`src/rtl/display_bcd_seq.sv`:
```
// Sequential binary-to-BCD (double-dabble, one bit per clock) seven-segment display driver.
// Optional macro SIGNED_DISPLAY_EN: treat valor as two's complement and draw a leading minus.
module display_bcd_seq #(
  parameter int unsigned DATA_W         = 32,
  parameter int unsigned DIGITS         = 8,
  parameter bit          SEG_ACTIVE_LOW = 1'b1
) (
  input  logic                  clkSaida,
  input  logic                  reset,
  input  logic                  out,
  input  logic [DATA_W-1:0]     valor,
  output logic                  busy,
  output logic                  done,
  output logic                  overflow,
  output logic [4*DIGITS-1:0]   digitos,
  output logic [7*DIGITS-1:0]   HEX
);

  localparam int unsigned BcdW = 4 * DIGITS;
  localparam int unsigned CntW = $clog2(DATA_W + 1);
  localparam logic [CntW-1:0] CntInit = CntW'(DATA_W);
  localparam logic [6:0] SegDash = 7'h40;

  typedef enum logic [1:0] {StIdle, StShift, StDone} state_e;

  state_e            r_state, w_state_nxt;
  logic [DATA_W-1:0] r_shift, w_shift_nxt, w_load;
  logic [BcdW-1:0]   r_bcd, w_adj, w_bcd_nxt;
  logic [CntW-1:0]   r_cnt;
  logic              r_ovf, w_ovf_nxt, w_carry, w_last;
  logic [BcdW-1:0]   r_digitos;
  logic              r_overflow;
  logic              w_sign_ovf, w_neg;
  logic [DIGITS-1:0] w_blank;
  logic [7*DIGITS-1:0] w_hex;
  logic              w_run;

`ifdef SIGNED_DISPLAY_EN
  logic r_sign, r_neg;
  // Magnitude; -2^(DATA_W-1) wraps to itself, which reads correctly as unsigned.
  assign w_load     = valor[DATA_W-1] ? (~valor + DATA_W'(1)) : valor;
  assign w_sign_ovf = r_sign && (w_bcd_nxt[BcdW-1 -: 4] != 4'd0);
  assign w_neg      = r_neg;
`else
  assign w_load     = valor;
  assign w_sign_ovf = 1'b0;
  assign w_neg      = 1'b0;
`endif

  function automatic logic [6:0] seg7(input logic [3:0] d);
    unique case (d)
      4'd0:    seg7 = 7'h3F;
      4'd1:    seg7 = 7'h06;
      4'd2:    seg7 = 7'h5B;
      4'd3:    seg7 = 7'h4F;
      4'd4:    seg7 = 7'h66;
      4'd5:    seg7 = 7'h6D;
      4'd6:    seg7 = 7'h7D;
      4'd7:    seg7 = 7'h07;
      4'd8:    seg7 = 7'h7F;
      4'd9:    seg7 = 7'h6F;
      default: seg7 = 7'h00;
    endcase
  endfunction

  always_ff @(posedge clkSaida) begin
    if (reset) r_state <= StIdle;
    else       r_state <= w_state_nxt;
  end

  assign w_last = (r_cnt == CntW'(1));

  always_comb begin
    w_state_nxt = r_state;
    unique case (r_state)
      StIdle:  if (out) w_state_nxt = StShift;
      StShift: if (w_last) w_state_nxt = StDone;
      StDone:  w_state_nxt = StIdle;
      default: w_state_nxt = StIdle;
    endcase
  end

  always_comb begin
    w_adj = r_bcd;
    for (int k = 0; k < int'(DIGITS); k++) begin
      if (r_bcd[4*k +: 4] >= 4'd5) w_adj[4*k +: 4] = r_bcd[4*k +: 4] + 4'd3;
    end
  end

  assign w_carry     = w_adj[BcdW-1];
  assign w_bcd_nxt   = {w_adj[BcdW-2:0], r_shift[DATA_W-1]};
  assign w_shift_nxt = {r_shift[DATA_W-2:0], 1'b0};
  assign w_ovf_nxt   = r_ovf | w_carry;

  // Results are committed on the edge entering StDone so they are valid while done is high.
  always_ff @(posedge clkSaida) begin
    if (reset) begin
      r_shift    <= '0;
      r_bcd      <= '0;
      r_cnt      <= '0;
      r_ovf      <= 1'b0;
      r_digitos  <= '0;
      r_overflow <= 1'b0;
`ifdef SIGNED_DISPLAY_EN
      r_sign     <= 1'b0;
      r_neg      <= 1'b0;
`endif
    end else begin
      unique case (r_state)
        StIdle: begin
          if (out) begin
            r_shift <= w_load;
            r_bcd   <= '0;
            r_cnt   <= CntInit;
            r_ovf   <= 1'b0;
`ifdef SIGNED_DISPLAY_EN
            r_sign  <= valor[DATA_W-1];
`endif
          end
        end
        StShift: begin
          r_shift <= w_shift_nxt;
          r_bcd   <= w_bcd_nxt;
          r_cnt   <= r_cnt - CntW'(1);
          r_ovf   <= w_ovf_nxt;
          if (w_last) begin
            r_digitos  <= w_bcd_nxt;
            r_overflow <= w_ovf_nxt | w_sign_ovf;
`ifdef SIGNED_DISPLAY_EN
            r_neg      <= r_sign && (w_bcd_nxt != '0);
`endif
          end
        end
        default: ;
      endcase
    end
  end

  always_comb begin
    w_run   = 1'b1;
    w_blank = '0;
    w_hex   = '0;
    for (int k = int'(DIGITS) - 1; k >= 0; k--) begin
      w_run      = w_run && (r_digitos[4*k +: 4] == 4'd0);
      w_blank[k] = w_run && (k > 0);
    end
    for (int k = 0; k < int'(DIGITS); k++) begin
      if (r_overflow)      w_hex[7*k +: 7] = SegDash;
      else if (w_blank[k]) w_hex[7*k +: 7] = 7'h00;
      else                 w_hex[7*k +: 7] = seg7(r_digitos[4*k +: 4]);
    end
    // Sign sits on the first blank display above the most significant digit.
    for (int k = 1; k < int'(DIGITS); k++) begin
      if (!r_overflow && w_neg && w_blank[k] && !w_blank[k-1]) w_hex[7*k +: 7] = SegDash;
    end
  end

  assign busy     = (r_state == StShift);
  assign done     = (r_state == StDone);
  assign overflow = r_overflow;
  assign digitos  = r_digitos;
  assign HEX      = SEG_ACTIVE_LOW ? ~w_hex : w_hex;

endmodule

```
`config.mk`:
```
export PLATFORM = sky130hd
export DESIGN_NAME = display_bcd_seq
export DESIGN_NICKNAME = d
export VERILOG_FILES = /design/src/rtl/display_bcd_seq.sv
export SDC_FILE = /design/constraint.sdc
export NUM_CORES = 1
export LEC_CHECK = 0
export CAP_MARGIN = 20
export CORE_MARGIN = 2
export CORE_UTILIZATION = 52
export CTS_CLUSTER_SIZE = 28
export DETAILED_ROUTE_END_ITERATION = 10
export PLACE_DENSITY = 0.77
export SLEW_MARGIN = 10
export SYNTH_ARGS = -nofsm -noshare
export SYNTH_HDL_FRONTEND = slang
export SYNTH_SLANG_ARGS = --single-unit
```
`constraint.sdc`:
```
create_clock -name clkSaida -period 7.7 [get_ports clkSaida]
set_clock_uncertainty 0.05 [all_clocks]
set_input_delay 2.31 -clock clkSaida [delete_from_list [all_inputs] [get_ports clkSaida]]
set_output_delay 2.31 -clock clkSaida [all_outputs]
set_load 0.1 [all_outputs]
```
======== Word-level counts from Yosys, hierarchy flattened ========
Memories as Yosys holds them, arrays and structs flattened. A register that Yosys moved wholly into a read port is not among the register bits.
Cells that the tools add are included.
storage, ports and cells
  register bits after elaboration ......... 106
  latch bits .............................. 0
  bits in writable memories ............... 0
  bits in read-only memories .............. 896
  bits of input ports ..................... 35
  output and inout bits ................... 91
  word-level logic and storage cells ...... 107
  memories ................................ 8
memories
  memory            depth  bits a word  rd ports  clocked after memory_dff  write ports  line  RTL
  (name not given)  16     7            1         1                         0            51    unique case (d)
  (name not given)  16     7            1         1                         0            51
  (name not given)  16     7            1         1                         0            51
  (name not given)  16     7            1         1                         0            51
  (name not given)  16     7            1         1                         0            51
  (name not given)  16     7            1         1                         0            51
  2 more memories   n/a    n/a          n/a       n/a                       n/a          n/a
operators by class
  add/subtract/negate cells ............... 9
  multiply operators ...................... 0
  div/mod/pow operators ................... 0
  magnitude comparators ................... 8
  equality and inequality tests ........... 5
  shift-type cells ........................ 0
  muxes and demuxes ....................... 50
  bitwise logic cells ..................... 2
  reduce and logical (&&, ||, !) cells .... 18
operators with widths
  kind                                                                    count
  32-bit one-hot mux with 2 select lines                                  2
  7-bit two-way mux                                                       15
  4-bit two-way mux                                                       24
  32-bit two-way mux                                                      2
  56-bit NOT                                                              1
  4-bit by 2-bit adder with 4-bit output (second input constant)          8
  4-bit by 3-bit >= comparator with 1-bit output (second input constant)  8
  4-bit logical NOT                                                       7
  6-bit one-hot mux with 2 select lines                                   1
  6-bit by 1-bit equality test with 1-bit output (second input constant)  1
  1-bit logical AND                                                       6
  6-bit two-way mux                                                       1
  2-bit AND reduction                                                     3
  6-bit by 1-bit subtractor with 6-bit output (second input constant)     1
  2-bit two-way mux                                                       2
  2-bit one-hot mux with 2 select lines                                   1
  2-bit by 1-bit equality test with 1-bit output (second input constant)  1
  2-bit equality test (second input constant)                             1
  2-bit logical NOT                                                       1
  2-bit by 1-bit != test with 1-bit output (second input constant)        1
  2-bit != test (second input constant)                                   1
  1-bit one-hot mux with 2 select lines                                   1
  2-bit nonzero test                                                      1
  1-bit two-way mux                                                       1
  1-bit bitwise OR                                                        1

======== Logic depth before layout (Yosys ltp) ========
  word-level depth ........................ 10
  mapped depth ............................ 13
  depth with buffers taken out ............ 11

======== Worst setup path after synthesis ========
No wires, ideal clock.
  path type ............................... register -> output
  start point ............................. register r_digitos[31], in the netlist digitos[31]
  end point ............................... output port HEX[13]
  arrival ................................. 3.372 ns
  data required time ...................... 5.340 ns
  slack ................................... 1.968 ns
  stages on the path, launching flop included .. 6
  buffers on the path ..................... 0
  path through ............................ dfxtp_1 -> nor4_1 -> nand4_1 -> nor3_1 -> nand2_1 -> a21oi_1
on the way
  word-level cells in the longest chain between the ends .. 10
RTL lines
  item                            line  RTL
  from (decl)                     31    logic [BcdW-1:0] r_digitos;
  from (signal assigned)          127   r_digitos <= w_bcd_nxt;
  4-bit logical NOT               144   w_run = w_run && (r_digitos[4*k +: 4] == 4'd0);
  1-bit logical AND (6 in a row)  144
  7-bit two-way mux               149   else if (w_blank[k]) w_hex[7*k +: 7] = 7'h00;
  7-bit two-way mux               148   if (r_overflow) w_hex[7*k +: 7] = SegDash;
  56-bit NOT                      162   assign HEX = SEG_ACTIVE_LOW ? ~w_hex : w_hex;
  to (decl)                       16    output logic [7*DIGITS-1:0] HEX
No other way between the ends.

======== Worst setup path after layout ========
  start point ............................. register r_digitos[31], in the netlist digitos[31]
  end point ............................... output port HEX[8]
Same word-level chain as after synthesis.

==> flow_metrics.py <==
metrics = {
    "place": {
        "dp.cells": 1343,
        "hpwl_mm": 15.1,
        "io_buffers": 125,
        "globalplace.congestion": 0.850,
    },
    "finish": {
        "fin_cells": 1375,
        "multi_input_area_mm2": 0.00504,
        "antennaDiodeCount": 0,
        "regArea_mm2": 0.00324,
        "final_layout_size_suffix_gt1_frac": 0.0719,
        "fill_cells": 1410,
        "fin_nets": 1243,
        "areaGrowthSynthToFinish_pct": 21.1,
    },
    "sta": {
        "slew_headroom": 0.306,
        "hold_violations": 0,
        "tns_ns": 0,
        "drv_slew": 0,
        "setup_violations": 0,
        "max_freq_mhz": 153,
        "rsz0062_at_grt": "no",
        "fin_crit_sh": 0.847,
        "worst_slew_pin_slew_ns": 1.04,
        "fin_crit_ns": 6.52,
    },
    "cts": {
        "cts.repair.resized": 0,
        "htreeDepth": 4,
        "cts_root_buf": "clkbuf_16",
        "cts_buffers": 17,
        "cts_buffer_depth": 2,
        "cts_setup_buffers": 0,
        "holdBufCountCts": 0,
        "clock_latency_ns": 0.43,
        "tritoncts": "built",
        "clkTransAtPathRegs_ns": 0.06,
        "clkSinkCount": 162,
    },
    "worst_setup_path": {
        "slowest_stage": "clkdlybuf4s50_1",
        "arrival_ns": 4.16,
        "critPathTopFamily": "simple AND/OR/NAND/NOR gates",
        "cp-start-kind": "flip-flop",
        "worstSetupPathType": "flip-flop to output pin",
        "worstSetupEndpointType": "output pin",
        "crit_fanout": 6,
        "crit_chain": "nor4_1 > nand4_1 > nor3_1 > a21oi_1 > nand2_1 > clkdlybuf4s50_1",
        "cp.required_ns": 5.34,
        "crit_buf_inv": 1,
        "critPathMaxStageDelay_ns": 1.15,
    },
    "global_routing": {
        "grt_pass1_wl_mm": 36.7,
        "gr-total-overflow": 0,
        "antenna_found_initial": 0,
        "grt_pass1_vias": 7625,
        "grt_usage": 0.249,
        "grt_max_degree": 60,
    },
    "logic_synthesis": {
        "syn_nets": 1156,
        "seq_area_frac_synth": 0.366,
        "synth_top_area_frac": 0.366,
        "syn_area_mm2": 0.00886,
        "synth_common_cells": "dfxtp_1 (162), nand2_1 (123), a21oi_1 (86)",
        "ys_types": 66,
        "synth_area_leaders": "dfxtp_1 (37%), ha_1 (9.3%), nand2_1 (5.2%)",
        "ys_ff_latch": 162,
        "ys.flop_type": "dfxtp_1",
        "postSynthAreaPerCell_um2": 8.40,
        "synth_edf_count": 0,
        "syn-instance-count": 1055,
        "synth_most_common_cell": "dfxtp_1",
        "ys_async_sr_fraction": 0,
        "synth.largest_area_cell": "dfxtp_1",
        "ys_warn_count": 0,
    },
    "floorplan": {
        "fp.dieW_um": 135,
        "core.rowCount": 47,
        "die-height_um": 135,
        "start_util": 0.533,
        "design.core.area_mm2": 0.0166,
        "die-area_mm2": 0.0181,
        "ioPinCount": 126,
    },
    "power_and_ir_drop": {
        "power_frac_clock": 0.288,
        "p_int_mw": 1.62,
        "p_switching_mw": 1.22,
        "p_leak_nw": 4.15,
        "comb_power_share": 0.387,
        "ir_drop_v": 0.000335,
        "p_per_area_mw_per_mm2": 264,
        "sw_frac_of_total": 0.429,
        "p_seq_frac": 0.324,
    },
    "drt": {
        "viasPerCell": 5.80,
        "wire_per_inst_um": 16.2,
        "detail_route.first_pass.iterations": 6,
        "ant_nets": 0,
        "wl_mm": 22.3,
        "num_vias": 7978,
        "drt-initial-drc-count": 527,
        "drc": 0,
    },
    "flow_run": {
        "drv_cap": 0,
    },
    "run_status": {
        "status": "finished, final reports clean",
    },
    "worst_hold_path": {
        "hold_class": "flip-flop to flip-flop",
    },
}
[final timing paths]
check	from	end	slack, ns	depth (start not counted)
worst max-delay path	digitos[31]$_SDFFE_PP0P_	HEX[8]	1.18	6
worst min-delay path	r_shift[29]$_SDFFE_PP0P_	r_shift[29]$_SDFFE_PP0P_	0.42	2
worst max register to register	r_cnt[2]$_SDFFE_PP0P_	flip-flop	3.81	7
worst min register to register	r_shift[29]$_SDFFE_PP0P_	r_shift[29]$_SDFFE_PP0P_	0.42	2
[placed cells by master, fill, tap and decap left out, drive strengths merged, types with 7 or more instances in the layout]
cell type,synthesis,final
nand2,123,123
clkbuf,40,22
buf,26,10
o221a,8,8
nor2,59,59
a22oi,9,9
nor2b,24,24
a21boi,11,11
a211o,15,15
nor4,7,7
nor3b,15,15
o22ai,20,20
xor2,8,8
clkdlybuf4s50,0,124
inv,74,74
o21a,16,16
a222oi,15,15
nand2b,23,23
o31ai,16,16
a211oi,24,24
dfxtp,162,162
nand3,24,24
o21bai,7,7
a31oi,9,9
a21oi,86,86
nor3,18,18
o21ai,69,69
a2111oi,11,11
ha,66,66
[power by group through the flow]
stage	logic (mW)	registers (mW)	clock network (mW)
detailed placement	1.10	0.937	0
CTS	1.10	0.920	0.829
finish	1.10	0.920	0.817
global placement	1.09	0.936	0
global route	1.15	0.925	0.869
floorplan	0.827	0.958	0
[worst min-delay path, delay by kind of cell (launching register included)]
family / cells / cell delay, ns
compound gates: 1 / 0.06
flops: 1 / 0.33
buf+inv: 1 / 0.05
[metrics by stage]
step | setup slack (ns) | util | total power, mW | hold WS (ns) | cell area (um2)
after floorplan | 1.97 | - | 1.79 | 0.385 | 8860
final | 1.18 | 0.645 | 2.84 | 0.418 | 10700
after CTS | 1.12 | 0.645 | 2.85 | 0.419 | 10700
after detailed placement | 1.61 | 0.611 | 2.04 | 0.404 | 10200
after global routing | 0.996 | 0.645 | 2.94 | 0.453 | 10700
after global placement | 1.69 | 0.610 | 2.02 | 0.398 | 10100
[kinds of logic after synthesis]
| kind of cell | share of synthesized area |
|---|---|
| buf+inv | 0.0671 |
| flops | 0.366 |
| mux | 0.00494 |
| simple gates | 0.175 |
| compound gates | 0.279 |
| xor+xnor | 0.0155 |
| fa+ha+maj | 0.0932 |
[layer usage]
metal  up-vias  global-route usage  wire (um)
li1       3960                   -          -
met1      3790               0.306       9940
met2       187               0.436      10900
met3        41              0.0514       1020
met4         0              0.0801        450
met5         -                   0          0
[cell type report]
class                   count  area share
multi-input cells         752       0.470
flip-flops and latches    162       0.302
repair buffers            134       0.124
clock buffers              22      0.0423
inverters                  75      0.0265
well taps                 220      0.0257
clock inverters            10      0.0103
No activity file was read; power rests on OpenSTA's default activity.
